### config.mk
export PLATFORM = sky130hd
export DESIGN_NAME = uart_rx_ctrl_flat
export DESIGN_NICKNAME = d
export VERILOG_FILES = /design/src/rtl/uart_pkg.sv /design/src/rtl/uart_rx_ctrl_if.sv /design/src/rtl/uart_baud_cnt.sv /design/src/rtl/uart_rx_ctrl.sv /design/src/flat_wrapper.sv
export SDC_FILE = /design/constraint.sdc
export NUM_CORES = 1
export LEC_CHECK = 0
export ABC_AREA = 1
export CORE_ASPECT_RATIO = 0.7
export CORE_MARGIN = 5
export CORE_UTILIZATION = 30
export CTS_CLUSTER_DIAMETER = 120
export DETAILED_ROUTE_END_ITERATION = 10
export PLACE_DENSITY = 0.52
export SKIP_CTS_REPAIR_TIMING = 1
export SYNTH_ARGS = -nofsm -noshare
export SYNTH_HDL_FRONTEND = slang
export SYNTH_SLANG_ARGS = --single-unit
### constraint.sdc
create_clock -name clk -period 4.8 [get_ports clk]
set_input_delay 0.48 -clock clk [delete_from_list [all_inputs] [get_ports clk]]
set_output_delay 0.48 -clock clk [all_outputs]
set_load 0.03 [all_outputs]
### src/rtl/uart_pkg.sv
// Shared UART definitions: FSM state encoding, data width and baud-timing helpers.
// Used by the RX sequencer and its baud counter; the future TX block will import it as well.
package uart_pkg;

   localparam int unsigned DATA_BITS = 8;

   typedef enum logic [1:0] {
      IDLE  = 2'd0,
      START = 2'd1,
      DATA  = 2'd2,
      STOP  = 2'd3
   } uart_state_e;

   // Clocks per serial bit for a given system clock and bit rate.
   function automatic int unsigned clks_per_bit(input int unsigned clk_freq,
                                                input int unsigned baud);
      return clk_freq / baud;
   endfunction

   // Clocks from the start edge to the start-bit mid-sample.
   function automatic int unsigned half_bit(input int unsigned cpb);
      return cpb / 2;
   endfunction

endpackage

### src/rtl/uart_rx_ctrl_if.sv
// Bus between the line front-end / downstream decoder and the UART RX sequencer.
//   h2l       : one-cycle start-edge pulse from the edge detector
//   rx_in     : synchronized serial line
//   rx_data   : last good received byte
//   rx_valid  : one-cycle strobe, rx_data updated
//   frame_err : one-cycle strobe, stop bit sampled low
//   busy      : receiver not idle
// master = environment side, slave = receiver side.
interface uart_rx_ctrl_if;
   import uart_pkg::*;

   logic                 h2l;
   logic                 rx_in;
   logic [DATA_BITS-1:0] rx_data;
   logic                 rx_valid;
   logic                 frame_err;
   logic                 busy;

   modport master (
      output h2l, rx_in,
      input  rx_data, rx_valid, frame_err, busy
   );

   modport slave (
      input  h2l, rx_in,
      output rx_data, rx_valid, frame_err, busy
   );

endinterface

### src/rtl/uart_baud_cnt.sv
// Clearable free-running bit-timing counter with a terminal-count compare.
//   clk, rst   : clock, synchronous active-low reset
//   clr_i      : force count to 0 on the next edge (priority over counting)
//   tc_val_i   : terminal-count compare value
//   tc_c_o     : combinational, high while count == tc_val_i
module uart_baud_cnt #(
   parameter int unsigned CNT_W = 13
) (
   input  logic             clk,
   input  logic             rst,
   input  logic             clr_i,
   input  logic [CNT_W-1:0] tc_val_i,
   output logic             tc_c_o
);

   logic [CNT_W-1:0] cnt_q;

   always_ff @(posedge clk) begin
      if (!rst)       cnt_q <= '0;
      else if (clr_i) cnt_q <= '0;
      else            cnt_q <= cnt_q + CNT_W'(1);
   end

   assign tc_c_o = (cnt_q == tc_val_i);

endmodule

### src/rtl/uart_rx_ctrl.sv
// UART 8N1 receive sequencer. Triggered by the start-edge pulse, samples the line at
// mid-bit, presents each good byte with a one-cycle rx_valid strobe and flags bad stop bits.
//   clk, rst : clock, synchronous active-low reset
//   bus      : slave side of uart_rx_ctrl_if (h2l/rx_in in; rx_data/rx_valid/frame_err/busy out)
module uart_rx_ctrl
   import uart_pkg::*;
#(
   parameter int unsigned CLK_FREQ = 50_000_000,
   parameter int unsigned BAUD     = 9600
) (
   input  logic           clk,
   input  logic           rst,
   uart_rx_ctrl_if.slave  bus
);

   localparam int unsigned CLKS_PER_BIT = clks_per_bit(CLK_FREQ, BAUD);
   localparam int unsigned HALF_BIT     = half_bit(CLKS_PER_BIT);
   localparam int unsigned CNT_W        = $clog2(CLKS_PER_BIT);
   localparam int unsigned IDX_W        = $clog2(DATA_BITS);

   uart_state_e          state_q, state_d;
   logic [IDX_W-1:0]     bit_idx_q, bit_idx_d;
   logic [DATA_BITS-1:0] shift_q, shift_d;
   logic [DATA_BITS-1:0] rx_data_q, rx_data_d;
   logic                 rx_valid_q, rx_valid_d;
   logic                 frame_err_q, frame_err_d;
   logic                 busy_q, busy_d;

   logic                 cnt_clr_c;
   logic [CNT_W-1:0]     tc_val_c;
   logic                 tc_c;

   // Bit timing: START compares against the half-bit point, DATA/STOP against a full bit.
   uart_baud_cnt #(.CNT_W(CNT_W)) u_baud_cnt (
      .clk      (clk),
      .rst      (rst),
      .clr_i    (cnt_clr_c),
      .tc_val_i (tc_val_c),
      .tc_c_o   (tc_c)
   );

   // State and datapath registers.
   always_ff @(posedge clk) begin
      if (!rst) begin
         state_q     <= IDLE;
         bit_idx_q   <= '0;
         shift_q     <= '0;
         rx_data_q   <= '0;
         rx_valid_q  <= 1'b0;
         frame_err_q <= 1'b0;
         busy_q      <= 1'b0;
      end else begin
         state_q     <= state_d;
         bit_idx_q   <= bit_idx_d;
         shift_q     <= shift_d;
         rx_data_q   <= rx_data_d;
         rx_valid_q  <= rx_valid_d;
         frame_err_q <= frame_err_d;
         busy_q      <= busy_d;
      end
   end

   // Next-state logic.
   always_comb begin
      state_d = state_q;
      case (state_q)
         IDLE:  if (bus.h2l) state_d = START;
         START: if (tc_c) state_d = bus.rx_in ? IDLE : DATA;   // high at mid-start = false start
         DATA:  if (tc_c && (bit_idx_q == IDX_W'(DATA_BITS - 1))) state_d = STOP;
         STOP:  if (tc_c) state_d = IDLE;                       // leave at mid-stop-bit
         default: state_d = IDLE;
      endcase
   end

   // Output / datapath next values and counter control.
   always_comb begin
      bit_idx_d   = bit_idx_q;
      shift_d     = shift_q;
      rx_data_d   = rx_data_q;
      rx_valid_d  = 1'b0;
      frame_err_d = 1'b0;
      cnt_clr_c   = 1'b0;
      tc_val_c    = CNT_W'(CLKS_PER_BIT - 1);
      case (state_q)
         IDLE: cnt_clr_c = 1'b1;   // counter sits at 0 so START begins counting from 0
         START: begin
            tc_val_c = CNT_W'(HALF_BIT - 1);
            if (tc_c) begin
               cnt_clr_c = 1'b1;
               bit_idx_d = '0;
            end
         end
         DATA: begin
            if (tc_c) begin
               cnt_clr_c = 1'b1;
               shift_d   = {bus.rx_in, shift_q[DATA_BITS-1:1]};   // LSB first on the line
               bit_idx_d = bit_idx_q + IDX_W'(1);
            end
         end
         STOP: begin
            if (tc_c) begin
               cnt_clr_c = 1'b1;
               if (bus.rx_in) begin
                  rx_data_d  = shift_q;
                  rx_valid_d = 1'b1;
               end else begin
                  frame_err_d = 1'b1;
               end
            end
         end
         default: cnt_clr_c = 1'b1;
      endcase
      busy_d = (state_d != IDLE);
   end

   assign bus.rx_data   = rx_data_q;
   assign bus.rx_valid  = rx_valid_q;
   assign bus.frame_err = frame_err_q;
   assign bus.busy      = busy_q;

endmodule

### src/flat_wrapper.sv
// flat-port wrapper written by rule: the top's interface ports become plain ports
module uart_rx_ctrl_flat import uart_pkg::*;
#(
   parameter int unsigned CLK_FREQ = 50_000_000,
   parameter int unsigned BAUD     = 9600
)
  (clk, rst, bus_h2l, bus_rx_in, bus_rx_data, bus_rx_valid, bus_frame_err, bus_busy);
  uart_rx_ctrl_if bus_i ();
  input  logic clk;
  input  logic rst;
  input wire logic [$bits(bus_i.h2l)-1:0] bus_h2l;
  input wire logic [$bits(bus_i.rx_in)-1:0] bus_rx_in;
  output wire logic [$bits(bus_i.rx_data)-1:0] bus_rx_data;
  output wire logic [$bits(bus_i.rx_valid)-1:0] bus_rx_valid;
  output wire logic [$bits(bus_i.frame_err)-1:0] bus_frame_err;
  output wire logic [$bits(bus_i.busy)-1:0] bus_busy;
  assign bus_i.h2l = bus_h2l;
  assign bus_i.rx_in = bus_rx_in;
  assign bus_rx_data = bus_i.rx_data;
  assign bus_rx_valid = bus_i.rx_valid;
  assign bus_frame_err = bus_i.frame_err;
  assign bus_busy = bus_i.busy;
  uart_rx_ctrl #(.CLK_FREQ(CLK_FREQ), .BAUD(BAUD)) u_core (.clk(clk), .rst(rst), .bus(bus_i));
endmodule
# Yosys cells after proc, flatten, opt, wreduce, memory -nomap -nowiden
# Cells that the tools add are included.
[op_classes]
n_addsub = 2
eq_ne = 7
mux = 14
bitwise_logic = 1
n_reduce_logical = 10
[op_table]
columns = ["operator", "count"]
rows = [
  ["$add A13 B1 Y13 const B", 1],
  ["$eq A13 B13 Y1", 1],
  ["$mux W13", 1],
  ["$mux W2", 5],
  ["$reduce_and A3 Y1", 3],
  ["$pmux W2 S4", 1],
  ["$mux W3", 2],
  ["$pmux W3 S2", 1],
  ["$eq A2 B2 Y1 const B", 2],
  ["$ne A2 B1 Y1 const B", 2],
  ["$reduce_bool A2 Y1", 2],
  ["$add A3 B1 Y3 const B", 1],
  ["$eq A3 B3 Y1 const B", 1],
  ["$mux W1", 3],
  ["$reduce_or A3 Y1", 1],
  ["$eq A2 B1 Y1 const B", 1],
  ["$logic_not A2 Y1", 1],
  ["$pmux W1 S2", 1],
  ["$reduce_and A2 Y1", 1],
  ["$reduce_or A2 Y1", 1],
  ["$logic_and A1 B1 Y1", 1],
  ["$not A1 Y1", 1],
]
[word_totals]
reg_bits = 37
inputBits = 4
output_inout_bits = 11
wordCells = 42

# Logic depth before layout (Yosys ltp)
# Gate-level depths: netlist (run 1).
[depth]
ltp_word = 7
mapped_depth = 14
mapped_depth_nobuf = 14

# Hierarchy
# Synthesis (run 1) repeated with hierarchy kept, for this count alone.
[unflattened]
cells_unflattened = 272
area_unflattened_um2 = 1869.3
[by_module_without_submodules]
columns = ["module", "instances", "cells_per_inst", "area_per_inst_um2"]
rows = [
  ["uart_rx_ctrl", 1, 135, 1061.0],
  ["uart_baud_cnt", 1, 137, 808.3],
]

# Worst setup path after synthesis (run 1)
# OpenSTA, ideal clock, no wires.
[synth_path]
path_type = "register to register"
start = "register u_core.state_q[1]"
end = "register u_core.rx_data_q[6] (netlist: u_core.bus.rx_data[6])"
setup_ns = 0.066
arrival_ns = 1.711
t_required_ns = 4.734
slack_ns = 3.023
path_stages_with_launch = 13
synth_period_minus_slack_ns = 1.777
cell_sequence = "dfxtp_1 > inv_1 > ha_1 > inv_2 > nand2_1 > nand2_1 > nand2_1 > nor2_4 > nand3_4 > nor3_4 > buf_6 > o21ai_1 > a21oi_2"
[synth_between]
elab_chain_cells = 4
elab_cells_between_ends = 5
[synth_rtl]
columns = ["element", "line", "source"]
rows = [
  ["start: declaration", "uart_rx_ctrl.sv:21", "uart_state_e state_q, state_d;"],
  ["start signal: assignment", "uart_rx_ctrl.sv:53", "state_q <= state_d;"],
  ["$eq A2 B1 Y1", "uart_rx_ctrl.sv:84", "case (state_q)"],
  ["$mux W13", "uart_rx_ctrl.sv:84", ""],
  ["$eq A13 B13 Y1", "uart_baud_cnt.sv:24", "assign tc_c_o = (cnt_q == tc_val_i);"],
  ["$reduce_and A3 Y1 (no line) *", "--", ""],
  ["end signal: assignment", "uart_rx_ctrl.sv:56", "rx_data_q <= rx_data_d;"],
  ["end: declaration", "uart_rx_ctrl.sv:24", "logic [DATA_BITS-1:0] rx_data_q, rx_data_d;"],
]
# Every way passes the cells marked *; elsewhere a longest branch is shown, timed or not.
# A chain may end at the register's enable or synchronous reset.

# Final worst setup path (run 1)
[layout_path]
start = "register u_core.state_q[1]"
end = "register u_core.shift_q[5]"
[layout_between]
elab_chain_cells = 4
elab_cells_between_ends = 5
[layout_rtl]
columns = ["element", "line", "source"]
rows = [
  ["$eq A2 B1 Y1", "uart_rx_ctrl.sv:84", ""],
  ["$mux W13", "uart_rx_ctrl.sv:84", ""],
  ["$eq A13 B13 Y1", "uart_baud_cnt.sv:24", ""],
  ["$reduce_and A2 Y1 (no line) *", "--", ""],
  ["end signal: assignment", "uart_rx_ctrl.sv:55", "shift_q <= shift_d;"],
  ["end: declaration", "uart_rx_ctrl.sv:23", "logic [DATA_BITS-1:0] shift_q, shift_d;"],
]
# Marked as above.

==> results of run 1 <==
## tightest hold or removal path: stages (launching register included)
cell and delay, ns:
dfxtp_1 0.30, inv_1 0.06, a21oi_1 0.06
## final cells by class
cell class / instances / area, um2
multi-input cells: 143 / 771
fillers: 559 / 3370
flip-flops and latches: 37 / 741
inverters: 32 / 120
well taps: 72 / 90.1
clock inverters: 2 / 10.0
repair buffers: 14 / 140
clock buffers: 6 / 72.6
## per-stage QoR
step | util (%) | cell area, um2 | power (uW)
2_1_floorplan | - | 1670 | 338
3_3_place_gp | 35.0 | 1860 | 346
3_5_place_dp | 35.0 | 1860 | 346
4_1_cts | 36.6 | 1940 | 553
5_1_grt | 36.6 | 1940 | 567
6_report | 36.6 | 1940 | 545
## sequential cells by signal, indices dropped and copies added, names as in the netlist
signal                   cells
u_core.bus.rx_valid          1
u_core.state_q               2
u_core.bus.busy              1
u_core.bus.frame_err         1
u_core.bus.rx_data           8
u_core.u_baud_cnt.cnt_q     13
u_core.bit_idx_q             3
u_core.shift_q               8
## metal layers
metal,wire length [um],up-vias,GRT usage (%),part of all wire (%)
met5,0,-,0,0
met4,36,0,4.09,1.1
met3,101,2,2.59,3.1
met2,1180,17,12.5,36
met1,1950,610,15.4,60
li1,-,743,-,-
## synth_stat cells (all sizes together)
| library cell | n | area, um2 |
|---|---|---|
| a31oi | 1 | 6.26 |
| nor4 | 1 | 6.26 |
| or2 | 1 | 6.26 |
| dfxtp | 37 | 741 |
| o21a | 2 | 15.0 |
| nand4 | 5 | 31.3 |
| buf | 5 | 30.0 |
| xnor2 | 1 | 8.76 |
| ha | 7 | 87.6 |
| inv | 30 | 113 |
| clkbuf | 1 | 3.75 |
| clkinv | 2 | 7.51 |
| nand3 | 14 | 82.6 |
| o21ai | 20 | 100 |
| nor2 | 16 | 70.1 |
| nor3b | 2 | 15.0 |
| xor2 | 1 | 8.76 |
| nand2 | 39 | 149 |
| nor3 | 7 | 46.3 |
| a21oi | 26 | 138 |
## final timing paths
check,cells after the start,start,to,slack [ns]
setup / recovery,10,u_core.state_q[1],u_core.shift_q[5],2.48
hold / removal,2,u_core.shift_q[0],u_core.bus.rx_data[0],0.46
setup reg to reg,10,u_core.state_q[1],u_core.shift_q[5],2.48
hold reg to reg,2,u_core.shift_q[0],u_core.bus.rx_data[0],0.46
## kinds of logic after synthesis
family / Yosys count / synth area share [%]
XOR/XNOR: 2 / 1.05
AO/OA/AOI/OAI: 49 / 15.6
flip-flops: 37 / 44.5
AND/OR/NAND/NOR: 85 / 24.4
buffers and inverters: 38 / 9.24
adder cells (fa/ha/maj): 7 / 5.26
## where the power goes
part,switching [uW],internal (uW)
Clock,105,101
Combinational,17.5,9.69
Sequential,2.20,310
==> impl_metrics.json, run 1 <==
{
  "status": "finished, final reports clean",
  "end_kind": "register",
  "cts.sink_count": 37,
  "grt_pass1_vias": 1226,
  "crit_slowest_cell": "nand4_1",
  "place_inst": 298,
  "num_vias": 1372,
  "crit_buf_inv": 2,
  "grt_pass1_wl_um": 5770,
  "worstPathArrival_ns": 2.47,
  "ios": 15,
  "finalCritPeriodShare_pct": 48.4,
  "synth_warnings": 0,
  "cts_tree": "yes",
  "crit_family": "simple AND/OR/NAND/NOR gates",
  "layout.nets": 244,
  "ys_seq_area_share_pct": 44.5,
  "syn_inst": 218,
  "final_common_cell": "nand2_1",
  "synth.avg_cell_area_um2": 7.64,
  "grt_overflow": 0,
  "cts_buffers": 5,
  "io_buffer_count": 14,
  "leakage_uw": 0.000736,
  "worstPathRequired_ns": 4.95,
  "wire_per_inst_um": 10.6,
  "grt_usage_pct": 9.90,
  "setup_violations": 0,
  "fmax_mhz": 430,
  "powerDensity_mw_per_mm2": 280,
  "crit_path_frequent_cell": "nand2_1",
  "holdWs_ns": 0.461,
  "n_antenna_cell": 0,
  "setup_ws_ns": 2.48,
  "syn2layout_area_growth_pct": 16.8,
  "netlist-cell-type-count": 30,
  "drtIter0Drc": 69,
  "cts_buffer_depth": 2,
  "relSlewSlack_pct": 58.8,
  "final_cell_mix": "38 x nand2_1, 37 x dfxtp_1, 29 x inv_1",
  "finalClockSkew_ns": 0.00344,
  "syn_area_mm2": 0.00167,
  "cp_cell_sequence": "inv_1 -> ha_1 -> inv_2 -> nand2_1 -> nand2_1 -> nand2_1 -> nor2_4 -> nand4_1 -> o21ai_0 -> a21oi_1",
  "path_clk_slew_ns": 0.07,
  "hpwlAfterDp_um": 2420,
  "drv_slew": 0,
  "synth-seq-cells": 37,
  "clockRootBuffer": "clkbuf_8",
  "final_cells": 306,
  "antenna_found_initial": 0,
  "syn_nets": 229,
  "coreArea_mm2": 0.00531,
  "cp_slowest_stage_delay_ns": 0.47,
  "drc_errors": 0,
  "initial_utilization_pct": 31.3,
  "fp.dieH_um": 72.3,
  "hold_viol": 0,
  "viasPerCell": 4.48,
  "grt_max_degree": 21,
  "htreeDepth": 2,
  "ant_nets": 0,
  "max-cap-violations": 0,
  "insertion_delay_ns": 0.28,
  "tns_ns": 0,
  "globalplace.congestion": 0.793,
  "ir_drop_mv": 0.127,
  "wirelength_um": 3260,
  "firstDrtPassIters": 4,
  "critPathMaxFanout": 16,
  "die_area_mm2": 0.00716,
  "crit_path_start_kind": "register",
  "drive_gt1_share_pct": 6.41,
  "worstMarginPinSlew_ns": 0.617,
  "hp-class": "reg2reg",
  "critPathKind": "reg2reg",
  "fin_crit_ns": 2.32,
  "rsz0062_at_grt": "no",
  "die-width_um": 99.1,
  "post-place-ws_ns": 2.35,
  "rows": 22
}
No activity file was read; power rests on OpenSTA's default activity.
==> run 2: changes to the inputs <==
==> constraint.sdc (replaced) <==
create_clock -name clk -period 2.4 [get_ports clk]
set_input_delay 0.24 -clock clk [delete_from_list [all_inputs] [get_ports clk]]
set_output_delay 0.24 -clock clk [all_outputs]
set_load 0.03 [all_outputs]
==> run 2 against run 1 <==
Against the previous run: wire length rose by 4.1%; critical endpoint is now u_core.u_baud_cnt.cnt_q[8]; largest power group is now clock; sequential share of layout area fell by 1.5 points; sequential power rose by 100%; largest cell class unchanged.
==> impl_metrics.json, run 2 (same netlist as run 1, synthesis figures left out) <==
{
  "final_cell_mix": "38 x nand2_1, 37 x dfxtp_1, 29 x inv_1",
  "crit_buf_inv": 2,
  "seqPwrFrac_pct": 46.6,
  "rows": 22,
  "drc_errors": 0,
  "insertion_delay_ns": 0.29,
  "die_area_mm2": 0.00716,
  "cts_buffers": 5,
  "cp_slowest_stage_delay_ns": 0.40,
  "cts.sink_count": 37,
  "drv_slew": 0,
  "n_antenna_cell": 0,
  "clockRootBuffer": "clkbuf_8",
  "finalClockSkew_ns": 0.00554,
  "power_frac_comb_pct": 4.2,
  "relSlewSlack_pct": 70.2,
  "largest_register_ffs": 13,
  "rsz0062_at_grt": "no",
  "finalCritPeriodShare_pct": 84.6,
  "ios": 15,
  "final_common_cell": "nand2_1",
  "leakage_uw": 0.000774,
  "grt_pass1_vias": 1287,
  "max-cap-violations": 0,
  "status": "finished, final reports clean",
  "globalplace.congestion": 0.823,
  "final_util_pct": 38.1,
  "cts_tree": "yes",
  "firstDrtPassIters": 4,
  "die-width_um": 99.1,
  "hpwlAfterDp_um": 2460,
  "fp.dieH_um": 72.3,
  "p_sw_share_pct": 20.9,
  "cp_cell_sequence": "inv_1 -> ha_1 -> inv_2 -> nand2_1 -> nand2_1 -> nand2_1 -> nor2_4 -> nand3_4 -> nand2_1 -> a21oi_1 -> o21a_1",
  "end_kind": "register",
  "p_int_uw": 1060,
  "crit_path_start_kind": "register",
  "fin_crit_ns": 2.03,
  "fmax_mhz": 492,
  "crit_path_frequent_cell": "nand2_1",
  "hp-class": "reg2reg",
  "syn2layout_area_growth_pct": 21.4,
  "cts_buffer_depth": 2,
  "critPathKind": "reg2reg",
  "layout.nets": 247,
  "crit_slowest_cell": "dfxtp_1",
  "ir_drop_mv": 0.275,
  "initial_utilization_pct": 31.3,
  "viasPerCell": 4.49,
  "worstPathArrival_ns": 2.22,
  "drive_gt1_share_pct": 8.02,
  "grt_usage_pct": 9.94,
  "holdWs_ns": 0.461,
  "setup_violations": 0,
  "coreArea_mm2": 0.00531,
  "largest_register": "u_core.u_baud_cnt.cnt_q",
  "path_clk_slew_ns": 0.08,
  "grt_max_degree": 20,
  "finalPower_uw": 1340,
  "io_buffer_count": 14,
  "grt_pass1_wl_um": 5840,
  "hold_viol": 0,
  "powerDensity_mw_per_mm2": 661,
  "power_switching_uw": 279,
  "clkPwrFrac_pct": 49.1,
  "worstPathRequired_ns": 2.59,
  "num_vias": 1388,
  "wirelength_um": 3390,
  "drtIter0Drc": 63,
  "crit_family": "simple AND/OR/NAND/NOR gates",
  "ant_nets": 0,
  "htreeDepth": 2,
  "critPathMaxFanout": 13,
  "antenna_found_initial": 0,
  "grt_overflow": 0,
  "worstMarginPinSlew_ns": 0.446,
  "tns_ns": 0,
  "wire_per_inst_um": 11.0
}
run 2: changes by cell type in the layout (fill, tap and decap cells not counted), sizes merged:
| cell | previous run | this run |
|---|---|---|
| inv | 30 | 31 |
| buf | 0 | 3 |
| bufinv | 0 | 2 |
| clkbuf | 6 | 5 |
| clkinv | 4 | 2 |
run 2: path summary, 6_finish.rpt:
check / start / endpoint / slack [ns] / depth (start not counted)
worst max register to register: u_core.state_q[1] / u_core.u_baud_cnt.cnt_q[8] / 0.37 / 11
worst max-delay path: u_core.state_q[1] / u_core.u_baud_cnt.cnt_q[8] / 0.37 / 11
worst min register to register: u_core.shift_q[4] / u_core.bus.rx_data[4] / 0.46 / 2
worst min-delay path: u_core.shift_q[4] / u_core.bus.rx_data[4] / 0.46 / 2
run 2: layout make-up:
class / count / area [um2]
multi-input combinational: 143 / 771
clock inverter: 3 / 68.8
tap: 72 / 90.1
clock buffer: 5 / 68.8
fill: 566 / 3290
inverter: 32 / 120
sequential: 37 / 741
timing repair buffer: 17 / 163
run 2: metal layers:
metal | wire, um | vias to the layer above | GRT usage, %
li1 | - | 746 | -
met1 | 1870 | 616 | 14.5
met2 | 1360 | 24 | 13.7
met3 | 124 | 2 | 2.98
met4 | 36 | 0 | 3.64
met5 | 0 | - | 0
run 2: per-stage QoR:
step                      instance area, um2  instances  worst slack [ns]
after global routing                    2020        309             0.141
after CTS                               2020        309             0.338
final                                   2020        309             0.369
after detailed placement                1880        301             0.362
after global placement                  1880        301             0.447
after floorplan                         1670        218             0.623
run 2: worst register-to-register path: cells and delay by family (launching register included):
family	cells	cell delay [ns]
AOI/OAI and AO/OA	2	0.20
adders and majority gates	1	0.27
buffers and inverters	2	0.22
and+or+nand+nor	6	0.84
DFF	1	0.40
run 2: power groups by stage:
stage | Combinational [uW] | Sequential, uW | Clock [uW]
2_1_floorplan | 35.0 | 640 | 0
3_3_place_gp | 56.6 | 638 | 0
3_5_place_dp | 56.8 | 638 | 0
4_1_cts | 57.4 | 623 | 669
5_1_grt | 65.2 | 624 | 698
6_report | 56.7 | 623 | 657
==> run 3: changes to the inputs <==
==> constraint.sdc (replaced) <==
create_clock -name clk -period 2 [get_ports clk]
set_input_delay 0.2 -clock clk [delete_from_list [all_inputs] [get_ports clk]]
set_output_delay 0.2 -clock clk [all_outputs]
set_load 0.03 [all_outputs]
==> run 3 against run 2 <==
Against the previous run: flip-flop and latch count unchanged; clock power up 3%; non-clock buffer count up 5; cell area up 4.5%; first-iteration DRC count up 38%; combinational power up 26%; critical path depth up 1; register-to-register slack worse by 0.21 ns; total power up 12%; clock skew up 0.00064 ns; core utilization up 1.7 points; wire length up 3.4%; critical endpoint is now u_core.bus.rx_data[5]; largest cell class unchanged; highest routed layer unchanged.
==> impl_metrics.json, run 3 (same netlist as run 1, synthesis figures left out) <==
{
  "clockRootBuffer": "clkbuf_8",
  "finalCritPeriodShare_pct": 91.8,
  "reg2reg_from": "u_core.state_q[1]",
  "postPlaceCellArea_mm2": 0.00190,
  "cts_tree": "yes",
  "relSlewSlack_pct": 78.1,
  "worstPathRequired_ns": 2.22,
  "wirelength_um": 3510,
  "rr_worst_depth": 12,
  "syn2layout_area_growth_pct": 26.8,
  "grt_overflow": 0,
  "htreeDepth": 2,
  "final_common_cell": "nand2_1",
  "ant_nets": 0,
  "coreArea_mm2": 0.00531,
  "largest_register_ffs": 13,
  "globalplace.congestion": 0.803,
  "grt_max_degree": 20,
  "io_buffer_count": 14,
  "critPathKind": "reg2reg",
  "crit_path_start_kind": "register",
  "drv_slew": 0,
  "drc_errors": 0,
  "fillers": 543,
  "rows": 22,
  "cts_buffer_depth": 2,
  "wl_met1_um": 2030,
  "path_clk_slew_ns": 0.07,
  "insertion_delay_ns": 0.29,
  "status": "finished, final reports clean",
  "viasPerCell": 4.44,
  "hpwlAfterDp_um": 2460,
  "hold_depth": 2,
  "wire_per_inst_um": 11.2,
  "cts.sink_count": 37,
  "wl_met3_um": 100,
  "fmax_mhz": 544,
  "setup_violations": 0,
  "die_area_mm2": 0.00716,
  "layout.nets": 252,
  "highest_layer": "met4",
  "grt_pass1_wl_um": 6000,
  "fin_crit_ns": 1.84,
  "n_antenna_cell": 0,
  "ir_drop_mv": 0.271,
  "largest_register": "u_core.u_baud_cnt.cnt_q",
  "leakage_uw": 0.000804,
  "hold_start": "u_core.shift_q[0]",
  "powerDensity_mw_per_mm2": 709,
  "tns_ns": 0,
  "firstDrtPassIters": 4,
  "max-cap-violations": 0,
  "startpoint": "u_core.state_q[1]",
  "drtIter0Drc": 87,
  "end_kind": "register",
  "hold_viol": 0,
  "antenna_found_initial": 0,
  "die-width_um": 99.1,
  "fp.dieH_um": 72.3,
  "finalClockSkew_ns": 0.00619,
  "ios": 15,
  "cts_buffers": 5,
  "worstPathArrival_ns": 2.06,
  "final_cell_mix": "38 x nand2_1, 35 x dfxtp_1, 28 x inv_1",
  "grt_pass1_vias": 1275,
  "hp-class": "reg2reg",
  "routed-wl-met2_um": 1310,
  "num_vias": 1393,
  "critPathMaxFanout": 8,
  "grt_usage_pct": 10.5,
  "drive_gt1_share_pct": 12.8,
  "worstMarginPinSlew_ns": 0.328,
  "fin_area_mm2": 0.00211,
  "initial_utilization_pct": 31.3
}
[run 3: worst paths after layout]
check,slack (ns),to
setup / recovery,0.16,u_core.bus.rx_data[5]
hold / removal,0.46,u_core.bus.rx_data[0]
setup reg to reg,0.16,u_core.bus.rx_data[5]
hold reg to reg,0.46,u_core.bus.rx_data[0]
[run 3: area by class of cell]
| cell class | instances | area, um2 | share of cell area (%) |
|---|---|---|---|
| Inverter | 32 | 123 | 5.81 |
| Clock inverter | 2 | 37.5 | 1.78 |
| Multi-Input combinational cell | 143 | 793 | 37.6 |
| Timing Repair Buffer | 22 | 243 | 11.5 |
| Tap cell | 72 | 90.1 | 4.27 |
| Clock buffer | 6 | 82.6 | 3.91 |
| Sequential cell | 37 | 743 | 35.2 |
[run 3: power by group]
part | total [uW] | switching [uW] | internal [uW]
Clock | 676 | 271 | 405
Combinational | 71.7 | 43.2 | 28.5
Sequential | 750 | 6.29 | 743
Total | 1500 | 320 | 1180
[run 3: through the flow]
step                      total power, uW  instances  hold slack [ns]  util (%)  setup WS [ns]
after floorplan                       810        218            0.376         -          0.223
after global placement                835        302            0.446      35.8          0.125
after detailed placement              833        302            0.450      35.8         0.0518
after CTS                            1520        310            0.465      38.1         0.0286
after global routing                 1570        314            0.478      39.8        -0.0113
final                                1500        314            0.463      39.8          0.163
[run 3: worst max-delay path: stages, from the launching register on]
cell,delay [ns]
dfxtp_2,0.35
inv_2,0.06
ha_4,0.18
inv_4,0.06
nand2_1,0.05
nand2_1,0.06
nand2_1,0.08
nor2_4,0.15
nand3_4,0.11
nor3_4,0.30
buf_12,0.16
o21ai_0,0.07
a21oi_1,0.12
[run 3: routing by layer]
layer,global-route usage (%),vias up
li1,-,761
met1,16.0,608
met2,12.8,17
met3,2.88,7
met4,5.45,0
met5,0,-
